<file path="config.mk">
export PLATFORM = sky130hd
export DESIGN_NAME = radix4_seq_ctrl
export DESIGN_NICKNAME = d
export VERILOG_FILES = /design/src/rtl/radix4_seq_ctrl.sv
export SDC_FILE = /design/constraint.sdc
export NUM_CORES = 1
export LEC_CHECK = 0
export BUFFER_PORTS_ARGS = -buffer_cell sky130_fd_sc_hd__buf_2
export CORE_MARGIN = 2
export CORE_UTILIZATION = 30
export DETAILED_ROUTE_END_ITERATION = 10
export GPL_ROUTABILITY_DRIVEN = 0
export PLACE_DENSITY = 0.51
export SYNTH_ARGS = -nofsm -noshare
export SYNTH_HDL_FRONTEND = slang
export SYNTH_SLANG_ARGS = --single-unit
</file>
<file path="constraint.sdc">
create_clock -name clk -period 1.6 [get_ports clk]
set_clock_uncertainty 0.15 [all_clocks]
set_input_delay 0.24 -clock clk [delete_from_list [all_inputs] [get_ports clk]]
set_output_delay 0.24 -clock clk [all_outputs]
set_load 0.01 [all_outputs]
</file>
<file path="src/rtl/radix4_seq_ctrl.sv">
`default_nettype none
// ============================================================================
//  Module   : radix4_seq_ctrl
//  Purpose  : Control sequencer for a radix-4 Booth multiplier. It walks the
//             multiplier operand two bits per step, emits the Booth triplet
//             and its decoded partial-product controls, and exports the step
//             index (rout) for partial-product weighting.
//  Options  : SEQ_EARLY_EXIT_EN - finish early once every remaining triplet
//             is a zero-op (post-shift operand all-zeros or all-ones).
//  Revision : 1.0 - initial release
// ============================================================================
module radix4_seq_ctrl #(
    parameter int N_BITS = 16,
    parameter int CNT_W  = 3
) (
    input  logic              clk,
    input  logic              rst,
    input  logic              start,
    input  logic [N_BITS-1:0] mplr_in,
    output logic              busy,
    output logic              done,
    output logic              load_en,
    output logic              clr_acc,
    output logic              step_en,
    output logic [CNT_W-1:0]  rout,
    output logic [2:0]        triplet,
    output logic              pp_zero,
    output logic              pp_two,
    output logic              pp_neg
);

    localparam logic [1:0] c_IDLE = 2'd0;
    localparam logic [1:0] c_LOAD = 2'd1;
    localparam logic [1:0] c_RUN  = 2'd2;
    localparam logic [1:0] c_DONE = 2'd3;

    localparam logic [CNT_W-1:0] c_LAST = CNT_W'(N_BITS / 2 - 1);
    localparam logic [CNT_W-1:0] c_ONE  = CNT_W'(1);
    localparam logic [CNT_W-1:0] c_ZERO = '0;

    logic [1:0]        r_state;
    logic [N_BITS:0]   r_sr;
    logic [CNT_W-1:0]  r_rout;

    logic [N_BITS:0]   w_sr_shift;
    logic              w_run;
    logic              w_zero;
    logic              w_two;
    logic              w_neg;

    // Arithmetic shift by one Booth digit; the sign bit fills the top.
    assign w_sr_shift = {{2{r_sr[N_BITS]}}, r_sr[N_BITS:2]};
    assign w_run      = (r_state == c_RUN);

`ifdef SEQ_EARLY_EXIT_EN
    logic w_tail_idle;
    assign w_tail_idle = (w_sr_shift == '0) || (w_sr_shift == '1);
`endif

    always_ff @(posedge clk) begin
        if (rst) begin
            r_state <= c_IDLE;
            r_sr    <= '0;
            r_rout  <= c_ZERO;
        end else begin
            case (r_state)
                c_IDLE: begin
                    if (start) begin
                        r_sr    <= {mplr_in, 1'b0};
                        r_rout  <= c_LAST;
                        r_state <= c_LOAD;
                    end
                end
                c_LOAD: begin
                    r_state <= c_RUN;
                end
                c_RUN: begin
                    r_sr <= w_sr_shift;
                    if (r_rout == c_ZERO) begin
                        r_state <= c_DONE;
`ifdef SEQ_EARLY_EXIT_EN
                    end else if (w_tail_idle) begin
                        // rout is left as-is: weighting stays tied to the step index.
                        r_state <= c_DONE;
`endif
                    end else begin
                        r_rout <= r_rout - c_ONE;
                    end
                end
                c_DONE: begin
                    r_state <= c_IDLE;
                end
                default: begin
                    r_state <= c_IDLE;
                end
            endcase
        end
    end

    always_comb begin
        w_zero = 1'b0;
        w_two  = 1'b0;
        w_neg  = 1'b0;
        case (r_sr[2:0])
            3'b000, 3'b111: w_zero = 1'b1;
            3'b001, 3'b010: w_zero = 1'b0;
            3'b011:         w_two  = 1'b1;
            3'b100: begin
                w_two = 1'b1;
                w_neg = 1'b1;
            end
            3'b101, 3'b110: w_neg  = 1'b1;
            default:        w_zero = 1'b0;
        endcase
    end

    assign busy    = (r_state == c_LOAD) || w_run;
    assign done    = (r_state == c_DONE);
    assign load_en = (r_state == c_LOAD);
    assign clr_acc = (r_state == c_LOAD);
    assign step_en = w_run;
    assign rout    = r_rout;
    assign triplet = r_sr[2:0];
    assign pp_zero = w_run & w_zero;
    assign pp_two  = w_run & w_two;
    assign pp_neg  = w_run & w_neg;

endmodule
`default_nettype wire

</file>
Word-level counts from Yosys, hierarchy flattened
Cells that the tools add are included.
W data, S select, Z words.
- $add $sub $neg: 1
- multiply operators: 0
- div/mod/pow operators: 0
- magnitude comparators: 0
- eq/ne operators: 11
- shift-type cells: 0
- muxes and demuxes: 11
- bitwise gates (word level): 4
- reduce and logical (&&, ||, !) cells: 12
- operator list (operator ; count):
    $pmux W17 S2 ; 1
    $mux W17 ; 1
    $eq A3 B3 Y1 const B ; 4
    $pmux W2 S4 ; 1
    $logic_not A3 Y1 ; 2
    $mux W3 ; 2
    $pmux W3 S2 ; 1
    $reduce_and A3 Y1 ; 2
    $eq A2 B2 Y1 const B ; 2
    $mux W2 ; 2
    $ne A2 B2 Y1 const B ; 2
    $reduce_and A2 Y1 ; 2
    $reduce_or A2 Y1 ; 2
    $and A1 B1 Y1 ; 3
    $eq A3 B2 Y1 const B ; 1
    $mux W1 ; 3
    $reduce_or A3 Y1 ; 1
    $sub A3 B1 Y3 const B ; 1
    $eq A2 B1 Y1 const B ; 1
    $logic_not A2 Y1 ; 1
    $ne A2 B1 Y1 const B ; 1
    $reduce_bool A2 Y1 ; 1
    $logic_or A1 B1 Y1 ; 1
    $not A1 Y1 ; 1
- bits in registers: 22
- bits in latches: 0
- RAM bits: 0
- bits in read-only memories: 0
- output and inout port bits: 14
- word-level logic and storage cells: 43
- memories kept: 0

Longest topological paths before layout
- word-level depth: 4
- mapped depth: 6

Worst setup path after synthesis
No wires, ideal clock.
- path kind: flip-flop to output port
- start point: register r_state[0]
- end point: output pp_two
- arrival time: 1.275 ns
- slack: -0.065 ns
- stages on the path, launching flop included: 5
- buffers on the path: 1
- cell sequence: dfxtp_1 > inv_1 > ha_1 > buf_2 > a21boi_0
- cells in the longest elaborated chain, start to end: 2
- ends and longest elaborated chain (element ; RTL line ; text):
    from (decl) ; 41 ; logic [1:0] r_state;
    from (signal assigned) ; 62 ; r_state <= c_IDLE;
    from (signal assigned) ; 71 ; r_state <= c_LOAD;
    from (signal assigned) ; 75 ; r_state <= c_RUN;
    $eq A2 B2 Y1 ; 53 ; assign w_run = (r_state == c_RUN);
    via step_en ; 24 ; output logic step_en,
    $and A1 B1 Y1 ; 125 ; assign pp_two = w_run & w_two;
    to (decl) ; 28 ; output logic pp_two,
The timed path passes the listed nets, and every way through them passes these cells.

Worst setup path after layout
- start point: register r_state[0]
- end point: register r_rout[1], in the netlist rout[1]
- cells in the longest elaborated chain, start to end: 3
- ends and longest elaborated chain (element ; RTL line ; text):
    $eq A2 B2 Y1 or $logic_not A2 Y1 (tied branches) ; 66 ; case (r_state)
    $ne A2 B2 Y1 (no line) or $reduce_bool A2 Y1 (tied branches) ; n/a ;
    $reduce_and A3 Y1 (no line) ; n/a ;
    to (signal assigned) ; 64 ; r_rout <= c_ZERO;
    to (signal assigned) ; 70 ; r_rout <= c_LAST;
    to (signal assigned) ; 87 ; r_rout <= r_rout - c_ONE;
    to (decl) ; 43 ; logic [CNT_W-1:0] r_rout;
Several ways; a longest one is shown, not always the timed one.
A chain may end at the register's enable or synchronous reset.

==> metrics.md <==
| Metric | Value |
|---|---|
| Status | finished, violations left |
| Failing checks | setup timing |
| Final core occ | 0.4595 |
| Share of layout cells above drive strength 1 | 0.6369 |
| Max IR drop VDD | 740.8 uV |
| Comb power frac | 0.646 |
| GR Util All Layers | 0.1278 |
| FF-to-FF End | rout[1]$_SDFFE_PP0P_ |
| Synthesis Warnings | 0 |
| Later-pin clock latency in the skew report | 260 ps |
| Yosys top cell by area | dfxtp_1 |
| Worst-path cell chain | inv_2, buf_6, ha_4, mux2_4, buf_6, a21oi_4, a211oi_2 |
| Fin worst setup slack | -83.76 ps |
| Max-cap violations | 0 |
| Initial Util | 0.3148 |
| Register share of total power | 0.263 |
| FP Rows | 23 |
| Final net count | 196 |
| Cells after DPL | 205 |
| CP max stage delay | 380 ps |
| Worst R2R Path Depth | 7 |
| Post-synthesis sequential area ratio | 0.3448 |
| Synth Area per Inst | 10.30 um^2 |
| Largest net degree at the start of global routing | 17 |
| Drc violations | 0 |
| WS Path Type | register to register |
| Non-Filler Instances | 218 |
| Clk sink count | 22 |
| Port Buffers | 32 |
| CTS Buf Count | 3 |
| Pleak | 0.7434 nW |
| Placed instance area | 1529 um^2 |
| Initial DRC count | 27 |
| Die ar. | 4796 um^2 |
| Worst path arrival time | 1680 ps |
| Drt wl/cell | 14.15 um |
| Final hold vios | 0 |
| Maximum clock rate | 0.5939 GHz |
| Finish-stage setup viols | 22 |
| Via density | 4.803 |
| Net Switching | 1.500 mW |
| # IOs | 33 |
| Slowest stage cell on the critical path | mux2_4 |
| Dpl hpwl | 2000 um |
| EDFF count, synth | 0 |
| Htree depth | 1 |
| Pre-antenna DRT Iters | 4 |
| Slew @ Worst Pin | 298.0 ps |
| #FFs+latches synth | 22 |
| Drt total wl | 3085 um |
| Internal Power | 2.174 mW |
| R2r setup slk | -80 ps |
| Worst-path clk slew | 80 ps |
| Post-Synthesis Net Count | 150 |
| Root buf cell | clkbuf_8 |
| Clock share of power | 0.092 |
| CP required | 1600 ps |
| Layout area overhead | 45.94% |
| First-pass GRT wire length | 5002 um |
| Initial antenna violation count | 0 |
| Post-synth cell types | 28 |
| Unrepaired setup endpoints after global routing | true |
| Top_reg_cell synth | dfxtp_1 |
| Slew HR | 0.8014 |
| FFs w/ async S/R, synth | 0 |
| Post-synth top area share | 0.3448 |
| ANT nets after route | 0 |
| Critical path endpoint | rout[1]$_SDFFE_PP0P_ |
| Vias after detailed routing | 1047 |
| Max Root-Sink Buffers | 2 |
| Cell area after synthesis | 1277 um^2 |
| Pwr Density | 1971 nW/um^2 |
| Die W | 69.26 um |
| Core area | 4058 um^2 |
| Die H | 69.26 um |
| Crit path launch | r_state[0]$_SDFFE_PP0P_ |
| Fin Setup TNS | -737.0 ps |
| CP endpoint kind | register |
| Design Area, Final | 1864 um^2 |
| Gr ovfl total | 0 |
| Antenna diode count | 0 |
| Switch share | 0.4084 |
| FF-to-FF Start | r_state[0]$_SDFFE_PP0P_ |
| Count of pins over their slew limit | 0 |
| Worst min path class | input port to register |
| Max FO, Critical Path | 5 |
| Post-layout minimum cycle time | 1684 ps |
| CP Launch Type | register |
| Fin crit share | 1.052 |
| Vias in the first global route | 1053 |
| CTS tree | done |
| Area contributors post-synth | dfxtp_1, a211oi_2, mux2i_1 |
| Cells after synthesis | 124 |
| Most frequent CP cell | buf_6 |
[worst max-delay path, delay by kind of cell, from the launching register on]
kind                     cells  cell delay, ps
multiplexers                 1             380
buffers and inverters        3             350
flip-flops                   1             340
AO/OA/AOI/OAI                2             210
adder cells (fa/ha/maj)      1             150
[synth_stat cells (3+ instances only)]
library cell  count
ha_1              7
a211oi_2         15
inv_1             6
dfxtp_1          22
nand2_1           5
a211oi_1          3
a21oi_1           7
nor2_2           15
mux2i_1          15
buf_4             4
[per-layer routing]
metal,GRT usage,wire (um)
met1,0.1526,1281
met2,0.2179,1657
met3,0.03198,109
met4,0.05229,37
met5,0,0
[cells in the final DEF (no fill, tap or decap), types with 2 or more instances in the layout]
cell      instances
buf_4            11
dfxtp_2           2
nor2_2            5
nor2_4           12
a21oi_4           2
a21boi_2          2
nand3_1           2
ha_1              5
buf_2            31
a21oi_1           3
clkbuf_8          3
dfxtp_1          18
nor3_1            2
mux2i_1          15
buf_12            4
inv_1             5
a211oi_2         17
buf_6             4
a21oi_2           2
ha_4              2
dfxtp_4           2
nand2_1           3
[cell type report]
| class | instances | area (um^2) |
|---|---|---|
| Sequential cell | 22 | 450.4 |
| Clock buffer | 3 | 41.29 |
| Inverter | 6 | 22.52 |
| Tap cell | 50 | 62.56 |
| Timing Repair Buffer | 52 | 415.4 |
| Fill cell | 375 | 2193 |
| Multi-Input combinational cell | 85 | 872.1 |
[per-stage QoR]
stage / power (mW) / hold WS (ps) / setup WS (ps)
after detailed placement: 2.637 / 315.1 / -28.59
final: 3.674 / 119.1 / -83.76
after floorplan: 2.231 / 161.6 / -14.06
after global placement: 2.570 / 314.4 / 53.99
after CTS: 3.402 / 121.5 / -35.02
after global routing: 3.921 / 133.5 / -120.1
[logic make-up after synthesis]
| kind of cell | synth area share |
|---|---|
| buffers and inverters | 0.09500 |
| adders and majority gates | 0.06856 |
| AOI/OAI and AO/OA | 0.2145 |
| muxes | 0.1293 |
| DFF | 0.3448 |
| and+or+nand+nor | 0.1479 |
[worst min path at each step]
stage,from,endpoint,slack [ps],cells after the start
final,mplr_in[15],r_sr[16]$_SDFFE_PP0P_,120,3
after floorplan,rst,r_sr[0]$_SDFFE_PP0P_,160,1
after CTS,mplr_in[15],r_sr[16]$_SDFFE_PP0P_,120,3
after global placement,r_sr[16]$_SDFFE_PP0P_,r_sr[16]$_SDFFE_PP0P_,310,2
after global routing,mplr_in[15],r_sr[16]$_SDFFE_PP0P_,130,3
after detailed placement,r_sr[16]$_SDFFE_PP0P_,r_sr[16]$_SDFFE_PP0P_,320,2
[flip-flops by register name (all words and copies together) (netlist names)]
| signal | flops |
|---|---|
| rout | 3 |
| r_sr | 17 |
| r_state | 2 |
[repair_timing]
item	in CTS	in global routing
cloned	1	1
setup buffers	7	1
setup endpoints to repair	14	26
hold endpoints to repair	0	0
gates resized for setup	28	18
pin swaps	4	2
hold buffers	0	0
[power by group through the flow]
| stage | clock network, mW | registers [mW] | logic, mW |
|---|---|---|---|
| after detailed placement | 0 | 0.912 | 1.72 |
| after global placement | 0 | 0.904 | 1.67 |
| after CTS | 0.350 | 0.941 | 2.11 |
| after global routing | 0.380 | 0.995 | 2.55 |
| final | 0.336 | 0.964 | 2.37 |
| after floorplan | 0 | 0.914 | 1.32 |
No activity file was read; power rests on OpenSTA's default activity.
